===== src/rtl/wishbone_bus_if_pkg.sv =====
// rtl/wishbone_bus_if_pkg.sv - shared widths, constants and FSM encoding for the CPU-to-Wishbone bridge
package wishbone_bus_if_pkg;

  localparam int RegBus   = 32;
  localparam int StallBus = 6;

  localparam logic               Enable   = 1'b1;
  localparam logic               Disable  = 1'b0;
  localparam logic [RegBus-1:0]  ZeroWord = '0;

  typedef enum logic [1:0] {
    WB_IDLE           = 2'b00,
    WB_BUSY           = 2'b01,
    WB_WAIT_FOR_STALL = 2'b10
  } wb_state_e;

endpackage


===== src/rtl/wishbone_bus_if.sv =====
// rtl/wishbone_bus_if.sv - single-outstanding Wishbone master bridging one CPU memory port
module wishbone_bus_if
  import wishbone_bus_if_pkg::*;
(
  input  logic                clk,
  input  logic                rst,
  input  logic [StallBus-1:0] stall_i,
  input  logic                flush_i,
  input  logic                cpu_ce_i,
  input  logic                cpu_we_i,
  input  logic [3:0]          cpu_sel_i,
  input  logic [RegBus-1:0]   cpu_addr_i,
  input  logic [RegBus-1:0]   cpu_data_i,
  output logic [RegBus-1:0]   cpu_data_o,
  output logic                stallreq,
  output logic                wb_cyc_o,
  output logic                wb_stb_o,
  output logic                wb_we_o,
  output logic [3:0]          wb_sel_o,
  output logic [RegBus-1:0]   wb_adr_o,
  output logic [RegBus-1:0]   wb_dat_o,
  input  logic [RegBus-1:0]   wb_dat_i,
  input  logic                wb_ack_i
);

  wb_state_e         state_q, state_d;
  logic              cyc_q, cyc_d;
  logic              stb_q, stb_d;
  logic              we_q, we_d;
  logic [3:0]        sel_q, sel_d;
  logic [RegBus-1:0] adr_q, adr_d;
  logic [RegBus-1:0] dat_q, dat_d;
  logic [RegBus-1:0] rd_buf_q, rd_buf_d;

  always_comb begin
    state_d  = state_q;
    cyc_d    = cyc_q;
    stb_d    = stb_q;
    we_d     = we_q;
    sel_d    = sel_q;
    adr_d    = adr_q;
    dat_d    = dat_q;
    rd_buf_d = rd_buf_q;
    case (state_q)
      WB_IDLE: begin
        if (cpu_ce_i && !flush_i) begin
          cyc_d   = Enable;
          stb_d   = Enable;
          we_d    = cpu_we_i;
          sel_d   = cpu_sel_i;
          adr_d   = cpu_addr_i;
          dat_d   = cpu_data_i;
          state_d = WB_BUSY;
        end
      end
      WB_BUSY: begin
        // flush wins over a same-cycle ack so an abandoned read never lands in rd_buf
        if (flush_i || wb_ack_i) begin
          cyc_d = Disable;
          stb_d = Disable;
          we_d  = Disable;
          sel_d = 4'b0000;
          adr_d = ZeroWord;
          dat_d = ZeroWord;
          if (flush_i) begin
            rd_buf_d = ZeroWord;
            state_d  = WB_IDLE;
          end else begin
            if (!we_q) rd_buf_d = wb_dat_i;
            state_d = (stall_i != '0) ? WB_WAIT_FOR_STALL : WB_IDLE;
          end
        end
      end
      WB_WAIT_FOR_STALL: begin
        if (flush_i) begin
          rd_buf_d = ZeroWord;
          state_d  = WB_IDLE;
        end else if (stall_i == '0) begin
          state_d = WB_IDLE;
        end
      end
      default: state_d = WB_IDLE;
    endcase
  end

  always_ff @(posedge clk) begin
    if (rst) begin
      state_q  <= WB_IDLE;
      cyc_q    <= Disable;
      stb_q    <= Disable;
      we_q     <= Disable;
      sel_q    <= 4'b0000;
      adr_q    <= ZeroWord;
      dat_q    <= ZeroWord;
      rd_buf_q <= ZeroWord;
    end else begin
      state_q  <= state_d;
      cyc_q    <= cyc_d;
      stb_q    <= stb_d;
      we_q     <= we_d;
      sel_q    <= sel_d;
      adr_q    <= adr_d;
      dat_q    <= dat_d;
      rd_buf_q <= rd_buf_d;
    end
  end

  // ack-cycle data bypasses rd_buf so the CPU sees read data with no extra cycle
  always_comb begin
    stallreq   = Disable;
    cpu_data_o = ZeroWord;
    case (state_q)
      WB_IDLE: stallreq = cpu_ce_i & ~flush_i;
      WB_BUSY: begin
        if (wb_ack_i) cpu_data_o = wb_dat_i;
        else          stallreq   = Enable;
      end
      WB_WAIT_FOR_STALL: cpu_data_o = rd_buf_q;
      default: ;
    endcase
  end

  assign wb_cyc_o = cyc_q;
  assign wb_stb_o = stb_q;
  assign wb_we_o  = we_q;
  assign wb_sel_o = sel_q;
  assign wb_adr_o = adr_q;
  assign wb_dat_o = dat_q;

endmodule


===== config.mk =====
export PLATFORM = sky130hd
export DESIGN_NAME = wishbone_bus_if
export DESIGN_NICKNAME = d
export VERILOG_FILES = /design/src/rtl/wishbone_bus_if_pkg.sv /design/src/rtl/wishbone_bus_if.sv
export SDC_FILE = /design/constraint.sdc
export NUM_CORES = 1
export LEC_CHECK = 0
export ABC_CLOCK_PERIOD_IN_PS = 1800
export CAP_MARGIN = 10
export CORE_MARGIN = 2
export CORE_UTILIZATION = 38
export DETAILED_ROUTE_END_ITERATION = 10
export PLACE_DENSITY_LB_ADDON = 0.05
export SLEW_MARGIN = 20
export SYNTH_ARGS = -nofsm -noshare
export SYNTH_HDL_FRONTEND = slang
export SYNTH_SLANG_ARGS = --single-unit

===== constraint.sdc =====
create_clock -name clk -period 1.8 [get_ports clk]
set_input_delay 0.45 -clock clk [delete_from_list [all_inputs] [get_ports clk]]
set_output_delay 0.45 -clock clk [all_outputs]
set_load 0.01 [all_outputs]

==> impl_metrics.tcl, run 1 <==
set metrics [dict create \
    clock.fmax_mhz 475 \
    max-cap-violations 0 \
    crit_path_top_delay_cell "dfxtp_2" \
    p_switching_mw 3.23 \
    clk_latency_ns 0.34 \
    gr-total-overflow 0 \
    synthArstFlopShare_pct 0 \
    violations "setup timing" \
    nNetsFinal 918 \
    hold_buffers 0 \
    antenna_left 0 \
    drive_above_1_share_pct 25.6 \
    grt_usage_pct 22.9 \
    internal_power_mw 6.51 \
    p_comb_share_pct 49.0 \
    critPathRequiredTime_ns 1.35 \
    synth_nets 691 \
    first_pass_iters 5 \
    vias 5448 \
    synth_seq_cells 104 \
    powerDensity_nw_per_um2 1120 \
    clock_path_buffers 2 \
    worstSetupPathType "reg -> out" \
    cts_max_level 3 \
    setup_viol 64 \
    synth.cell_area_um2 4950 \
    worstHoldStart "wb_dat_o[23]" \
    fp.dieW_um 118 \
    cts.clk_slew.worst_paths_ns 0.07 \
    maxSlewViolCount 0 \
    start_util_pct 39.1 \
    synth-seq-area-share_pct 42.0 \
    rsz0062_at_grt "true" \
    crit_chain "inv_4 -> ha_4 -> and2_4 -> buf_12 -> buf_16 -> a22oi_2 -> nor2b_2 -> buf_2" \
    syn_to_final_growth_pct 75.9 \
    final_common_cell "clkdlybuf4s50_1" \
    first_global_vias 5149 \
    cts.sinks 104 \
    hp-class "reg -> reg" \
    cts_buffers 9 \
    worst_pin_slew_ns 0.336 \
    period_share_pct 117 \
    dp_hpwl_um 10600 \
    switching_share_pct 33.2 \
    syn_area_per_cell_um2 8.60 \
    grt_use_met1_pct 28.7 \
    fin_util_pct 68.8 \
    drt_iter0_drc 455 \
    clkPwrFrac_pct 22.6 \
    grtUsageMet2_pct 37.9 \
    slew-limit-headroom_pct 77.6 \
    synth.distinct_cells 29 \
    path_max_fanout 6 \
    busiest_layer "met2" \
    antenna_found_initial 1 \
    seqPwrFrac_pct 28.4 \
    final_area_um2 8710 \
    cpPeakStageDelay_ns 0.35 \
    design.core.area_um2 12700 \
    min_period_ns 2.11 \
    p_total_mw 9.75 \
    cp-end-kind "output pin" \
    boundaryPins 216 \
    drt-wirelength-per-cell_um 19.0 \
    mostFrequentLayoutCells "clkdlybuf4s50_1, dfxtp_1, nand3_1" \
    ys.flop_type "dfxtp_1" \
    startpoint "state_q[1]" \
    avgViaCountPerCell 5.56 \
    dieArea_um2 14000 \
    grtUsageMet3_pct 6.03 \
    route.detailed.drc 0 \
    grt_max_degree 73 \
    gp_congestion 0.815 \
    dp_slack_ns -0.770 \
    fin_worst_skew_ns 0.00457 \
    hold_viol 0 \
    power.leakage_nw 3.03 \
    die_y_um 118 \
    synthCells 576 \
    grt_first_pass_wirelength_um 26300 \
    rows 41 \
    place_area_um2 7370 \
    cp_num_buf_inv 4 \
    cts_root_buffer "clkbuf_16" \
    hold_ws_ns 0.463 \
    r2r-start "state_q[1]" \
    cpLargestDelayFamily "buffers and inverters" \
    worstPathArrival_ns 1.66 \
    cp-start-kind "flip-flop" \
    status "complete, but fails checks" \
    cts_tree "built" \
    port_buffers 215 \
    fin_ws_ns -0.306 \
    ir_worst_vdd_v 0.000648 \
    wirelength_um 18600 \
    synth-edff-count 0 \
    yosysWarnings 0 \
    diodes 0 \
]
[registers in the layout (all words and copies together) (netlist names)]
signal    count
state_q       2
rd_buf_q     32
wb_dat_o     32
wb_adr_o     32
wb_we_o       1
wb_sel_o      4
wb_stb_o      1
[what timing repair did]
action | CTS | global route
setup endpoints to repair | 137 | 112
setup buffers | 7 | 4
gates resized for setup | 188 | 91
gates cloned | 6 | 15
pin swaps | 13 | 5
[kinds of logic after synthesis]
kind of cell    synth area share, %
simple gates                   32.6
compound gates                 15.9
flops                          42.0
buf+inv                        8.54
fa+ha+maj                     0.758
mux                           0.202
[synthesized netlist by cell type, types with 3 or more instances]
cell type	n	share of area, %
dfxtp_1	104	42
nand3_1	103	10
a21oi_1	71	7.2
nand4b_1	69	12
nand2b_1	36	4.5
nor2b_1	33	4.2
a22oi_1	32	4.8
clkbuf_1	31	2.3
o21ai_1	21	2.1
buf_2	17	1.7
buf_4	13	2.0
o21ai_0	12	1.2
buf_6	8	1.8
inv_1	5	0.38
clkbuf_2	3	0.30
ha_1	3	0.76
nand2_1	3	0.23
[power by group through the flow]
| stage | Combinational, mW | Sequential, mW | Clock, mW |
|---|---|---|---|
| final | 4.78 | 2.77 | 2.20 |
| after detailed placement | 3.20 | 2.78 | 0 |
| after global routing | 5.04 | 2.79 | 2.34 |
| after global placement | 3.17 | 2.78 | 0 |
| after CTS | 3.80 | 2.76 | 2.25 |
| after floorplan | 1.82 | 2.84 | 0 |
[metal layers]
metal / share of wire [%] / wire length (um)
met1: 42 / 7860
met2: 50 / 9270
met3: 6.4 / 1180
met4: 1.4 / 267
met5: 0.027 / 5
[worst min-delay path, cell delays in order (launching register included)]
cell	delay, ns
dfxtp_1	0.31
nand3_1	0.06
a21oi_1	0.05
[through the flow]
step	setup TNS (ns)	instances
2_1_floorplan	-0.773	576
3_3_place_gp	-51.76	933
3_5_place_dp	-54.69	933
4_1_cts	-9.06	962
5_1_grt	-13.89	980
6_report	-9.81	980
[final timing paths]
| kind | cells after the start | to | slack (ns) |
|---|---|---|---|
| setup / recovery | 8 | cpu_data_o[22] | -0.31 |
| hold / removal | 2 | wb_dat_o[23] | 0.46 |
| setup reg to reg | 10 | rd_buf_q[21] | -0.09 |
| hold reg to reg | 2 | wb_dat_o[23] | 0.46 |
[layout make-up]
type | count | area (um2)
timing repair buffer | 287 | 3150
multi-input combinational | 396 | 2900
tap | 172 | 215
clock inverter | 4 | 73.8
fill | 1034 | 3960
inverter | 5 | 21.3
sequential | 104 | 2090
clock buffer | 12 | 267
Power figures use the tool's default switching activity.
==> run 2, diff against run 1 <==
--- a/config.mk
+++ b/config.mk
@@ -5,10 +5,10 @@
 export SDC_FILE = /design/constraint.sdc
 export NUM_CORES = 1
 export LEC_CHECK = 0
-export ABC_CLOCK_PERIOD_IN_PS = 1800
+export ABC_CLOCK_PERIOD_IN_PS = 2400
 export CAP_MARGIN = 10
 export CORE_MARGIN = 2
-export CORE_UTILIZATION = 38
+export CORE_UTILIZATION = 43
 export DETAILED_ROUTE_END_ITERATION = 10
 export PLACE_DENSITY_LB_ADDON = 0.05
 export SLEW_MARGIN = 20
==> constraint.sdc (replaced) <==
create_clock -name clk -period 2.4 [get_ports clk]
set_input_delay 0.6 -clock clk [delete_from_list [all_inputs] [get_ports clk]]
set_output_delay 0.6 -clock clk [all_outputs]
set_load 0.01 [all_outputs]
==> run 2 against run 1 <==
Effect of this change: the flow now finishes without violations; final area fell by 15%; power decreased by 39%; core utilization down 3.2 points; routed wire length decreased by 18%; cell count shrank 7.4%; largest power group unchanged.
==> impl_metrics.tcl, run 2 (synthesis gave the netlist of run 1 again) <==
set metrics [dict create \
    status "completed" \
    start_util_pct 43.8 \
    cts_root_buffer "clkbuf_16" \
    clock.fmax_mhz 434 \
    route.detailed.drc 0 \
    cts.sinks 104 \
    drive_above_1_share_pct 11.9 \
    crit_path_top_delay_cell "dfxtp_2" \
    design.core.area_um2 11300 \
    syn_to_final_growth_pct 49.9 \
    avgViaCountPerCell 5.66 \
    first_global_vias 4875 \
    clock_path_buffers 2 \
    grt_first_pass_wirelength_um 24400 \
    dp_hpwl_um 10100 \
    cp_num_buf_inv 4 \
    cts_buffers 9 \
    antenna_found_initial 0 \
    dieArea_um2 12400 \
    setup_viol 0 \
    critPathRequiredTime_ns 1.80 \
    port_buffers 215 \
    nNetsFinal 874 \
    crit_chain "inv_2 -> ha_4 -> and2_4 -> buf_6 -> buf_4 -> a22oi_1 -> nor2b_1 -> buf_2" \
    hp-class "reg -> reg" \
    mostFrequentLayoutCells "clkdlybuf4s50_1, nand3_1, dfxtp_1" \
    path_max_fanout 7 \
    boundaryPins 216 \
    worstHoldStart "wb_dat_o[23]" \
    slew-limit-headroom_pct 60.7 \
    cts_max_level 3 \
    worstPathArrival_ns 1.71 \
    first_pass_iters 5 \
    p_total_mw 5.91 \
    cpLargestDelayFamily "buffers and inverters" \
    period_share_pct 96.1 \
    vias 5138 \
    cp-end-kind "output pin" \
    power.leakage_nw 2.52 \
    clk_latency_ns 0.34 \
    wirelength_um 15300 \
    hold_end "wb_dat_o[23]" \
    holdPathStages 2 \
    ir_worst_vdd_v 0.000412 \
    min_period_ns 2.31 \
    drt-wirelength-per-cell_um 16.8 \
    grt_max_degree 73 \
    max-cap-violations 0 \
    die_y_um 111 \
    gr-total-overflow 0 \
    antenna_left 0 \
    crit-reg2reg-capture "wb_dat_o[31]" \
    worst_r2r_path_depth 8 \
    diodes 0 \
    drt_iter0_drc 445 \
    fin_worst_skew_ns 0.00676 \
    fin_util_pct 65.6 \
    cpPeakStageDelay_ns 0.34 \
    worstSetupPathType "reg -> out" \
    fillers 984 \
    cts.clk_slew.worst_paths_ns 0.07 \
    cts_tree "built" \
    cp-start-kind "flip-flop" \
    hold_viol 0 \
    worst_pin_slew_ns 0.590 \
    powerDensity_nw_per_um2 795 \
    rows 39 \
    final_common_cell "clkdlybuf4s50_1" \
    r2r_slack_ns 0.38 \
    maxSlewViolCount 0 \
    rsz0062_at_grt "false" \
    grt_usage_pct 23.5 \
    r2r-start "state_q[1]" \
    fp.dieW_um 111 \
    gp_congestion 0.802 \
]
## run 2: cell count changes in the layout (fill, tap and decap cells not counted), sizes merged, moves of 2 or more
cell / delta
buf: -35
clkbuf: -14
clkdlybuf4s15: +3
clkdlybuf4s50: +3
clkinvlp: +2
dlymetal6s2s: -2
## run 2: final cells by class
| cell class | instances | area (um2) | share of cell area (%) |
|---|---|---|---|
| Multi-Input combinational cell | 395 | 2490 | 33.6 |
| Clock inverter | 6 | 67.6 | 0.910 |
| Clock buffer | 10 | 239 | 3.22 |
| Timing Repair Buffer | 244 | 2350 | 31.6 |
| Tap cell | 143 | 179 | 2.41 |
| Inverter | 5 | 18.8 | 0.253 |
| Sequential cell | 104 | 2080 | 28.1 |
## run 2: through the flow
step | cells | area (um2) | hold WS (ns) | setup WS (ns) | TNS (ns)
floorplan | 576 | 4950 | 0.443 | 0.424 | 0
global placement | 887 | 7190 | 0.449 | -0.418 | -12.29
detailed placement | 887 | 7190 | 0.455 | -0.440 | -13.38
CTS | 907 | 7410 | 0.465 | 0.00748 | 0
global route | 907 | 7430 | 0.479 | 0.00601 | 0
finish | 907 | 7430 | 0.461 | 0.0941 | 0
## run 2: worst register-to-register path, delay by kind of cell, from the launching register on
kind | cells | cell delay [ns]
AO/OA/AOI/OAI | 2 | 0.26
adder cells (fa/ha/maj) | 1 | 0.15
AND/OR/NAND/NOR | 2 | 0.37
buffers and inverters | 3 | 0.80
flip-flops | 1 | 0.33
## run 2: where the power goes
group / switching (mW) / internal, mW / leakage [nW]
Combinational: 1.22 / 1.14 / 1.53
Sequential: 0.120 / 1.94 / 0.846
Clock: 0.645 / 0.841 / 0.145
## run 2: what timing repair did
action,CTS,global route
setup endpoints to repair,33,11
pin swaps,1,0
setup buffers,3,0
hold buffers,0,0
resized for setup,131,6
gates cloned,1,0
## run 2: worst max path at each step
| stage | endpoint | cells past startpoint | slack [ns] | from |
|---|---|---|---|---|
| after floorplan | cpu_data_o[10] | 8 | 0.42 | state_q[1] |
| after global placement | cpu_data_o[13] | 6 | -0.42 | wb_ack_i |
| after detailed placement | cpu_data_o[6] | 6 | -0.44 | wb_ack_i |
| after CTS | cpu_data_o[18] | 8 | 0.007 | state_q[1] |
| after global routing | cpu_data_o[16] | 8 | 0.006 | state_q[1] |
| final | cpu_data_o[18] | 8 | 0.09 | state_q[1] |
## run 2: routing by layer
metal	wire [um]	vias up	global-route usage, %	share of wire [%]
li1	-	2457	-	-
met1	6550	2471	30.7	43
met2	7340	183	38.4	48
met3	979	27	5.17	6.4
met4	401	0	8.81	2.6
met5	0	-	0	0
